[src/rtl/ram_burst_master_if.sv]
// Bundle of burst-command, write/read stream, RAM and status signals for ram_burst_master.
// master = the burst master itself, slave = its environment (producer/consumer + RAM).
interface ram_burst_master_if #(
  parameter int DW = 8,
  parameter int AW = 6,
  parameter int LW = 6
);
  logic          cmd_valid, cmd_ready, cmd_we;
  logic [AW-1:0] cmd_addr;
  logic [LW-1:0] cmd_len;
  logic [DW-1:0] wr_data;
  logic          wr_valid, wr_ready;
  logic [DW-1:0] rd_data;
  logic          rd_valid, rd_ready;
  logic [DW-1:0] ram_data;
  logic [AW-1:0] ram_addr;
  logic          ram_we;
  logic [DW-1:0] ram_q;
  logic          busy, done;

  modport master (
    input  cmd_valid, cmd_we, cmd_addr, cmd_len, wr_data, wr_valid, rd_ready, ram_q,
    output cmd_ready, wr_ready, rd_data, rd_valid, ram_data, ram_addr, ram_we, busy, done
  );
  modport slave (
    output cmd_valid, cmd_we, cmd_addr, cmd_len, wr_data, wr_valid, rd_ready, ram_q,
    input  cmd_ready, wr_ready, rd_data, rd_valid, ram_data, ram_addr, ram_we, busy, done
  );
endinterface

[src/rtl/ram_burst_master.sv]
// Burst master for a single-port RAM with registered q: turns burst commands plus write/read
// streams into RAM cycles; reads land in a 4-entry buffer guarded by a credit rule.
module ram_burst_master #(
  parameter int DW = 8,
  parameter int AW = 6,
  parameter int LW = 6
) (
  input logic               clk,
  input logic               rst_n,
  ram_burst_master_if.master bus
);
  typedef enum logic [1:0] {S_IDLE, S_WRITE, S_READ, S_FINISH} state_e;

  state_e              state_q, state_d;
  logic [AW-1:0]       cur_q, cur_d;
  logic [LW-1:0]       len_q, len_d;
  logic [LW:0]         beat_q, beat_d;
  logic [LW:0]         pop_cnt_q, pop_cnt_d;
  logic [1:0]          vld_pipe_q, vld_pipe_d;
  logic [DW-1:0]       ram_data_q, ram_data_d;
  logic [AW-1:0]       ram_addr_q, ram_addr_d;
  logic                ram_we_q, ram_we_d;
  logic [3:0][DW-1:0]  fifo_q, fifo_d;
  logic [1:0]          wr_ptr_q, wr_ptr_d, rd_ptr_q, rd_ptr_d;
  logic [2:0]          occ_q, occ_d;
  logic [DW-1:0]       hold_q, hold_d;

  logic       rd_valid, push, pop, issue_ok;
  logic [1:0] inflight;

  assign rd_valid = (occ_q != 3'd0);
  assign pop      = rd_valid & bus.rd_ready;
  // vld_pipe_q[1] marks that ram_q now holds the word addressed two edges ago
  assign push     = vld_pipe_q[1];
  assign inflight = 2'(vld_pipe_q[0]) + 2'(vld_pipe_q[1]);
  // credit: buffered + in-flight words never exceed the 4 buffer slots
  assign issue_ok = (beat_q <= {1'b0, len_q}) &&
                    (({1'b0, occ_q} + {2'b00, inflight}) < 4'd4);

  always_comb begin
    state_d    = state_q;
    cur_d      = cur_q;
    len_d      = len_q;
    beat_d     = beat_q;
    pop_cnt_d  = pop_cnt_q;
    vld_pipe_d = {vld_pipe_q[0], 1'b0};
    ram_data_d = ram_data_q;
    ram_addr_d = ram_addr_q;
    ram_we_d   = 1'b0;
    fifo_d     = fifo_q;
    wr_ptr_d   = wr_ptr_q;
    rd_ptr_d   = rd_ptr_q;
    occ_d      = occ_q;
    hold_d     = hold_q;

    case (state_q)
      S_IDLE: begin
        if (bus.cmd_valid) begin
          cur_d     = bus.cmd_addr;
          len_d     = bus.cmd_len;
          beat_d    = '0;
          pop_cnt_d = '0;
          state_d   = bus.cmd_we ? S_WRITE : S_READ;
        end
      end
      S_WRITE: begin
        if (bus.wr_valid) begin
          ram_we_d   = 1'b1;
          ram_addr_d = cur_q;
          ram_data_d = bus.wr_data;
          cur_d      = cur_q + 1'b1;
          beat_d     = beat_q + 1'b1;
          if (beat_q == {1'b0, len_q}) state_d = S_FINISH;
        end
      end
      S_READ: begin
        if (issue_ok) begin
          ram_addr_d    = cur_q;
          cur_d         = cur_q + 1'b1;
          beat_d        = beat_q + 1'b1;
          vld_pipe_d[0] = 1'b1;
        end
        if (pop && pop_cnt_q == {1'b0, len_q}) state_d = S_FINISH;
      end
      default: state_d = S_IDLE;
    endcase

    if (push) begin
      fifo_d[wr_ptr_q] = bus.ram_q;
      wr_ptr_d         = wr_ptr_q + 1'b1;
    end
    if (rd_valid) hold_d = fifo_q[rd_ptr_q];
    if (pop) begin
      rd_ptr_d  = rd_ptr_q + 1'b1;
      pop_cnt_d = pop_cnt_q + 1'b1;
    end
    occ_d = occ_q + 3'(push) - 3'(pop);
  end

  always_ff @(posedge clk or negedge rst_n) begin
    if (!rst_n) begin
      state_q    <= S_IDLE;
      cur_q      <= '0;
      len_q      <= '0;
      beat_q     <= '0;
      pop_cnt_q  <= '0;
      vld_pipe_q <= '0;
      ram_data_q <= '0;
      ram_addr_q <= '0;
      ram_we_q   <= 1'b0;
      fifo_q     <= '0;
      wr_ptr_q   <= '0;
      rd_ptr_q   <= '0;
      occ_q      <= '0;
      hold_q     <= '0;
    end else begin
      state_q    <= state_d;
      cur_q      <= cur_d;
      len_q      <= len_d;
      beat_q     <= beat_d;
      pop_cnt_q  <= pop_cnt_d;
      vld_pipe_q <= vld_pipe_d;
      ram_data_q <= ram_data_d;
      ram_addr_q <= ram_addr_d;
      ram_we_q   <= ram_we_d;
      fifo_q     <= fifo_d;
      wr_ptr_q   <= wr_ptr_d;
      rd_ptr_q   <= rd_ptr_d;
      occ_q      <= occ_d;
      hold_q     <= hold_d;
    end
  end

  assign bus.cmd_ready = (state_q == S_IDLE);
  assign bus.wr_ready  = (state_q == S_WRITE);
  assign bus.busy      = (state_q != S_IDLE);
  assign bus.done      = (state_q == S_FINISH);
  assign bus.rd_valid  = rd_valid;
  // rd_data keeps the last shown head once the buffer drains
  assign bus.rd_data   = rd_valid ? fifo_q[rd_ptr_q] : hold_q;
  assign bus.ram_data  = ram_data_q;
  assign bus.ram_addr  = ram_addr_q;
  assign bus.ram_we    = ram_we_q;
endmodule

[src/flat_wrapper.sv]
// flat-port wrapper written by rule: the top's interface ports become plain ports
module ram_burst_master_flat 
#(
  parameter int DW = 8,
  parameter int AW = 6,
  parameter int LW = 6
)
  (clk, rst_n, bus_cmd_valid, bus_cmd_we, bus_cmd_addr, bus_cmd_len, bus_wr_data, bus_wr_valid, bus_rd_ready, bus_ram_q, bus_cmd_ready, bus_wr_ready, bus_rd_data, bus_rd_valid, bus_ram_data, bus_ram_addr, bus_ram_we, bus_busy, bus_done);
  ram_burst_master_if #(.DW(DW), .AW(AW), .LW(LW)) bus_i ();
  input logic clk;
  input logic rst_n;
  input wire logic [$bits(bus_i.cmd_valid)-1:0] bus_cmd_valid;
  input wire logic [$bits(bus_i.cmd_we)-1:0] bus_cmd_we;
  input wire logic [$bits(bus_i.cmd_addr)-1:0] bus_cmd_addr;
  input wire logic [$bits(bus_i.cmd_len)-1:0] bus_cmd_len;
  input wire logic [$bits(bus_i.wr_data)-1:0] bus_wr_data;
  input wire logic [$bits(bus_i.wr_valid)-1:0] bus_wr_valid;
  input wire logic [$bits(bus_i.rd_ready)-1:0] bus_rd_ready;
  input wire logic [$bits(bus_i.ram_q)-1:0] bus_ram_q;
  output wire logic [$bits(bus_i.cmd_ready)-1:0] bus_cmd_ready;
  output wire logic [$bits(bus_i.wr_ready)-1:0] bus_wr_ready;
  output wire logic [$bits(bus_i.rd_data)-1:0] bus_rd_data;
  output wire logic [$bits(bus_i.rd_valid)-1:0] bus_rd_valid;
  output wire logic [$bits(bus_i.ram_data)-1:0] bus_ram_data;
  output wire logic [$bits(bus_i.ram_addr)-1:0] bus_ram_addr;
  output wire logic [$bits(bus_i.ram_we)-1:0] bus_ram_we;
  output wire logic [$bits(bus_i.busy)-1:0] bus_busy;
  output wire logic [$bits(bus_i.done)-1:0] bus_done;
  assign bus_i.cmd_valid = bus_cmd_valid;
  assign bus_i.cmd_we = bus_cmd_we;
  assign bus_i.cmd_addr = bus_cmd_addr;
  assign bus_i.cmd_len = bus_cmd_len;
  assign bus_i.wr_data = bus_wr_data;
  assign bus_i.wr_valid = bus_wr_valid;
  assign bus_i.rd_ready = bus_rd_ready;
  assign bus_i.ram_q = bus_ram_q;
  assign bus_cmd_ready = bus_i.cmd_ready;
  assign bus_wr_ready = bus_i.wr_ready;
  assign bus_rd_data = bus_i.rd_data;
  assign bus_rd_valid = bus_i.rd_valid;
  assign bus_ram_data = bus_i.ram_data;
  assign bus_ram_addr = bus_i.ram_addr;
  assign bus_ram_we = bus_i.ram_we;
  assign bus_busy = bus_i.busy;
  assign bus_done = bus_i.done;
  ram_burst_master #(.DW(DW), .AW(AW), .LW(LW)) u_core (.clk(clk), .rst_n(rst_n), .bus(bus_i));
endmodule
[config.mk]
export PLATFORM = sky130hd
export DESIGN_NAME = ram_burst_master_flat
export DESIGN_NICKNAME = d
export VERILOG_FILES = /design/src/rtl/ram_burst_master_if.sv /design/src/rtl/ram_burst_master.sv /design/src/flat_wrapper.sv
export SDC_FILE = /design/constraint.sdc
export NUM_CORES = 1
export LEC_CHECK = 0
export CAP_MARGIN = 20
export CORE_MARGIN = 2
export CORE_UTILIZATION = 35
export CTS_CLUSTER_DIAMETER = 40
export DETAILED_ROUTE_END_ITERATION = 10
export GPL_ROUTABILITY_DRIVEN = 0
export PLACE_DENSITY = 0.66
export SLEW_MARGIN = 40
export SYNTH_ARGS = -nofsm -noshare
export SYNTH_HDL_FRONTEND = slang
export SYNTH_SLANG_ARGS = --single-unit
export TNS_END_PERCENT = 50
[constraint.sdc]
create_clock -name clk -period 3.71 [get_ports clk]
set_input_delay 0.742 -clock clk [delete_from_list [all_inputs] [get_ports clk]]
set_output_delay 0.742 -clock clk [all_outputs]
set_load 0.1 [all_outputs]
==> results of run 1 <==
==> flip-flops by register name, summed over array words and instances (netlist names) <==
signal               flops
u_core.bus.ram_we        1
u_core.beat_q            7
u_core.state_q           2
u_core.vld_pipe_q        2
u_core.bus.ram_data      8
u_core.bus.ram_addr      6
u_core.pop_cnt_q         7
u_core.cur_q             6
u_core.occ_q             3
u_core.rd_ptr_q          2
u_core.fifo_q           32
u_core.wr_ptr_q          2
u_core.hold_q            8
u_core.len_q             6
==> per-layer routing <==
layer	global-route usage [%]	wire length (µm)	vias to the layer above
li1	-	-	1574
met1	18.6	4390	1662
met2	25.2	4950	115
met3	3.61	582	10
met4	3.53	97	0
met5	0	0	-
==> synth_stat cells, types with 2 or more instances <==
library cell / n / area share [%]
dfrtp_1: 92 / 49
mux2_2: 56 / 13
nand2_1: 31 / 2.5
nor2_1: 27 / 2.2
inv_1: 24 / 1.9
ha_1: 21 / 5.6
o21ai_0: 13 / 1.4
a21oi_1: 12 / 1.3
nand3_1: 12 / 1.3
mux4_2: 8 / 3.8
a221oi_1: 7 / 1.3
clkbuf_1: 7 / 0.56
o22ai_1: 7 / 0.93
a221o_1: 5 / 1.1
mux2i_1: 5 / 1.1
nor3_1: 5 / 0.53
xnor2_1: 5 / 0.93
xor2_1: 5 / 0.93
a21o_1: 4 / 0.64
and3_1: 4 / 0.53
buf_6: 3 / 0.72
nor2b_1: 3 / 0.40
o22a_2: 3 / 0.64
or2_2: 3 / 0.40
a211oi_1: 2 / 0.32
a21boi_0: 2 / 0.32
a21boi_1: 2 / 0.32
buf_2: 2 / 0.21
nand4_1: 2 / 0.27
o221ai_1: 2 / 0.37
o31ai_1: 2 / 0.32
or4_1: 2 / 0.32
==> kinds of logic (layout without fill, tap and decap cells) <==
group / count (synthesis) / count (layout) / synth area share [%]
xor+xnor: 10 / 10 / 1.86
fa+ha+maj: 22 / 22 / 6.01
buf+inv: 37 / 105 / 3.48
compound gates: 70 / 70 / 11.1
simple gates: 100 / 100 / 10.4
flops: 92 / 92 / 48.9
mux: 69 / 69 / 18.3
==> worst reg2reg max path: cells and delay by family, from the launching register on <==
| kind | cells | cell delay, ps |
|---|---|---|
| adders and majority gates | 1 | 530 |
| buffers and inverters | 2 | 480 |
| and+or+nand+nor | 1 | 240 |
| DFF | 1 | 420 |
| AOI/OAI and AO/OA | 2 | 790 |
==> stage by stage <==
step	setup WS, ps	hold slack [ps]	std cells	area (µm²)	utilization [%]
2_1_floorplan	927	357	400	4710	-
3_3_place_gp	921	365	628	5460	41.4
3_5_place_dp	848	372	628	5390	40.8
4_1_cts	694	381	644	5660	42.9
5_1_grt	639	406	644	5670	43.0
6_report	749	379	644	5670	43.0
==> how the worst min path moves through the flow <==
stage	slack, ps	endpoint	cells past startpoint	start
after floorplan	360	u_core.vld_pipe_q[1]$_DFF_PN0_	0	u_core.vld_pipe_q[0]$_DFF_PN0_
after global placement	370	u_core.vld_pipe_q[1]$_DFF_PN0_	0	u_core.vld_pipe_q[0]$_DFF_PN0_
after detailed placement	370	u_core.vld_pipe_q[1]$_DFF_PN0_	0	u_core.vld_pipe_q[0]$_DFF_PN0_
after CTS	380	u_core.vld_pipe_q[1]$_DFF_PN0_	0	u_core.vld_pipe_q[0]$_DFF_PN0_
after global routing	410	u_core.vld_pipe_q[1]$_DFF_PN0_	0	u_core.vld_pipe_q[0]$_DFF_PN0_
final	380	u_core.vld_pipe_q[1]$_DFF_PN0_	0	u_core.vld_pipe_q[0]$_DFF_PN0_
==> cell type report <==
class	count	area, µm²
fill	1233	7520
inverter	24	90.1
timing repair buffer	65	534
sequential	92	2300
multi-input combinational	271	2240
clock buffer	10	229
tap	176	220
clock inverter	6	46.3
==> metrics.txt, run 1 <==
number of H-tree levels 3; Crit path max-delay family multiplexers; Hold Path Class register to register; Synthesized Nets approximately 460; reg2reg path depth 6; Slew Viols, Final 0; share of layout cells above drive strength 1 ~28%; CP max stage cell dfrtp_1; Max Cap Viol 0; CP Cell Sequence mux4_2 -> mux2_2 -> buf_4; Tot GR Track Use between 10 and 15%; crit path capture bus_rd_data[3]; detailed router's first-iteration violation count 257; DRT Pass-1 Iters 5; status finished clean; post-CTS setup buffer count 0; Final Hold Vio Count 0; Die Y 120 µm; TritonCTS Sinks 92; Top FF cell, synth dfrtp_1; DR vias/cell roughly 5.2; fin crit period a little under 3000 ps; chip width ~120 µm; max incr delay on CP 740 ps; Clock Path Buffers 2; worst r2r src u_core.state_q[0]$_DFFE_PN0P_; fin crit share roughly 80%; clock root buffer clkbuf_16; syn avg cell area 11.8 µm²; number of cells on the critical path 3; Crit path buffers/inverters 1; flop2flop setup slack roughly 1200 ps; # rows between 40 and 50; fraction of registers with async set/reset 100%; final setup fails 0; crit path kind register to output port; CTS tree yes; hpwl dp between 7 and 8 mm; RSZ-0062 raised after global routing no; worst-path fanout max 10; final wirelength 10.0 mm; GRT overflow 0; n_diodes 0; yosys warns 0; Post-synth EDFFs 0; Post-CTS Resized 0; Clock Pin Slew Worst Setup and Hold Paths approximately 70 ps; FMAX around 0.34 GHz; startpoint types register; starting density of the core 35.7%; vias in the first global route between 3,000 and 4,000; I/O pin cnt 62; DR WL/cell approximately 16 µm; initial antenna violation count 0; Total Nets Final about 520; commonest cells after routing, fill and taps aside 92 x dfrtp_1, 56 x mux2_2, 32 x clkdlybuf4s50_1, 31 x nand2_1, 27 x nor2_1; core outline area 13,200 µm²; most common cell after layout, fill and taps aside dfrtp_1; Seq/Total Area, Yosys between 40 and 50%; global-route wire length before repair between 15 and 20 mm; area delta synth->final 20.4%; # DRC 0; relative slew slack roughly half; CP startpoint u_core.rd_ptr_q[0]$_DFFE_PN0P_; cts hold-fix bufs 0; Num CTS Buffers 9; critical path endpoint category output port; # port buffers a little over 60; largest net degree at the start of global routing slightly above 70; cell area after synthesis between 4000 and 5000 µm²; register bit total from synthesis 92; Syn Inst Count 400; Worst R2R End u_core.cur_q[5]$_DFFE_PN0P_; data required time at the worst endpoint roughly 3000 ps; total negative slack 0 ps; worst skew pair latency approximately 340 ps; vias roughly 3,400; post-synth cell types 54; WP data arrival between 2000 and 2500 ps; antenna-violating nets left 0; Setup Skew around 6.6 ps; DIE AREA 14,400 µm²; slew of the pin with the lowest slew margin 765 ps
Power of run 1 is left out: the tool's default activity adds up to more than one toggle a clock period on the data nets, which glitch-free logic cannot reach.
==> inputs of run 2 (changes only) <==
==> constraint.sdc (replaced) <==
create_clock -name clk -period 3 [get_ports clk]
set_input_delay 0.6 -clock clk [delete_from_list [all_inputs] [get_ports clk]]
set_output_delay 0.6 -clock clk [all_outputs]
set_load 0.1 [all_outputs]
==> run 2 against run 1 <==
Effect of this change: global-route usage grew 0.50 points; utilization grew 1.2 points; cell count grew 0.31%; non-clock buffer count is 2 higher; critical endpoint is now bus_rd_data[6]; largest cell class unchanged; via count decreased by 0.39%; worst setup slack worse by 420 ps.
==> metrics.txt, run 2 (synthesized netlist as in run 1, its figures left out) <==
detailed router's first-iteration violation count 191 (was 257); chip width 120 µm (unchanged); Hold Path Class input port to async pin (was register to register); max incr delay on CP 530 ps (was 740 ps); slew of the pin with the lowest slew margin 715 ps (was 765 ps); Crit path buffers/inverters 2 (was 1); number of H-tree levels 3 (unchanged); DRT Pass-1 Iters 4 (was 5); status finished clean (unchanged); worst skew pair latency 340 ps (about the same); crit path capture bus_rd_data[6] (was bus_rd_data[3]); # rows 42 (unchanged); vias 3,348 (was 3,361); core outline area 13,200 µm² (unchanged); hpwl dp 7.45 mm (was 7.12 mm); vias in the first global route 3,500 (was 3,431); Clock Path Buffers 2 (unchanged); starting density of the core 35.7% (unchanged); Die Y 120 µm (unchanged); initial antenna violation count 0 (unchanged); relative slew slack 52.3% (was 49.0%); Tot GR Track Use 15.2% (was 14.7%); crit path kind register to output port (unchanged); global-route wire length before repair 17.3 mm (was 16.9 mm); CP Cell Sequence buf_4 -> mux4_2 -> mux2_2 -> buf_12 (was mux4_2 -> mux2_2 -> buf_4); antenna-violating nets left 0 (unchanged); # DRC 0 (unchanged); DR WL/cell 15.7 µm (was 15.6 µm); CP startpoint u_core.rd_ptr_q[0]$_DFFE_PN0P_ (unchanged); final wirelength 10.1 mm (was 10.0 mm); critical path endpoint category output port (unchanged); final setup fails 0 (unchanged); # port buffers 61 (unchanged); GRT overflow 0 (unchanged); I/O pin cnt 62 (unchanged); area delta synth->final 23.8% (was 20.4%); FMAX 0.375 GHz; worst-path fanout max 7 (was 10); post-CTS setup buffer count 0 (unchanged); Crit path max-delay family multiplexers (unchanged); most common cell after layout, fill and taps aside dfrtp_1 (unchanged); number of cells on the critical path 4 (was 3); TritonCTS Sinks 92 (unchanged); CP max stage cell mux4_2 (was dfrtp_1); most flop-heavy register u_core.fifo_q (unchanged); flop2flop setup slack 550 ps (was 1160 ps); worst r2r src u_core.state_q[0]$_DFFE_PN0P_ (unchanged); DR vias/cell 5.18 (was 5.22); Setup Skew 8.19 ps (was 6.55 ps); CTS tree yes (unchanged); total negative slack 0 ps (unchanged); cts hold-fix bufs 0 (unchanged); share of layout cells above drive strength 1 27.7% (was 27.6%); Slew Viols, Final 0 (unchanged); reg2reg path depth 6 (unchanged); Final Hold Vio Count 0 (unchanged); clock root buffer clkbuf_16 (unchanged); Clock Pin Slew Worst Setup and Hold Paths 70 ps (about the same); Post-CTS Resized 0 (unchanged); Total Nets Final 521 (was 519); largest net degree at the start of global routing 53 (was 72); RSZ-0062 raised after global routing no (unchanged); filler instances 1,225 (was 1,233); commonest cells after routing, fill and taps aside 92 x dfrtp_1, 56 x mux2_2, 32 x clkdlybuf4s50_1, 31 x nand2_1, 27 x nor2_1 (unchanged); startpoint types register (unchanged); Max Cap Viol 0 (unchanged); Num CTS Buffers 9 (unchanged); data required time at the worst endpoint 2400 ps (was 2970 ps); WP data arrival 2070 ps (was 2220 ps); DIE AREA 14,400 µm² (unchanged); n_diodes 0 (unchanged); fin crit share between 80% and 90%; fin crit period between 2000 and 3000 ps; flip-flop count of the largest register after layout 32 (unchanged); Worst R2R End u_core.cur_q[5]$_DFFE_PN0P_ (unchanged)
## run 2: worst min-delay path by stage
stage	slack, ps	cells after the start	end	start
2_1_floorplan	300	0	u_core.beat_q[0]$_DFFE_PN0P_	rst_n
3_3_place_gp	370	0	u_core.vld_pipe_q[1]$_DFF_PN0_	u_core.vld_pipe_q[0]$_DFF_PN0_
3_5_place_dp	370	0	u_core.vld_pipe_q[1]$_DFF_PN0_	u_core.vld_pipe_q[0]$_DFF_PN0_
4_1_cts	250	1	u_core.hold_q[0]$_DFF_PN0_	rst_n
5_1_grt	280	1	u_core.fifo_q[0]$_DFFE_PN0P_	rst_n
6_report	240	1	u_core.fifo_q[0]$_DFFE_PN0P_	rst_n
## run 2: layout make-up
class	instances	area, µm²	area share (%)
timing repair buffer	67	696	11.9
sequential	92	2300	39.5
multi-input combinational	271	2240	38.5
inverter	24	90.1	1.55
clock buffer	10	229	3.93
clock inverter	6	47.5	0.816
tap	176	220	3.78
## run 2: through the flow
step / utilization [%] / setup WS [ps] / instance area [µm²] / cells / hold WS [ps]
2_1_floorplan: - / 338 / 4710 / 400 / 304
3_3_place_gp: 42.1 / 479 / 5550 / 630 / 370
3_5_place_dp: 42.1 / 444 / 5550 / 630 / 366
4_1_cts: 44.2 / 271 / 5820 / 646 / 255
5_1_grt: 44.2 / 225 / 5820 / 646 / 276
6_report: 44.2 / 333 / 5820 / 646 / 238
## run 2: routing by layer
layer	part of all wire, %	global-route usage, %	wire length, µm
met5	0	0	0
met4	0.90	3.82	91
met3	4.8	3.99	482
met2	52	26.6	5230
met1	43	18.5	4330
Power of run 2 is left out for the same reason.
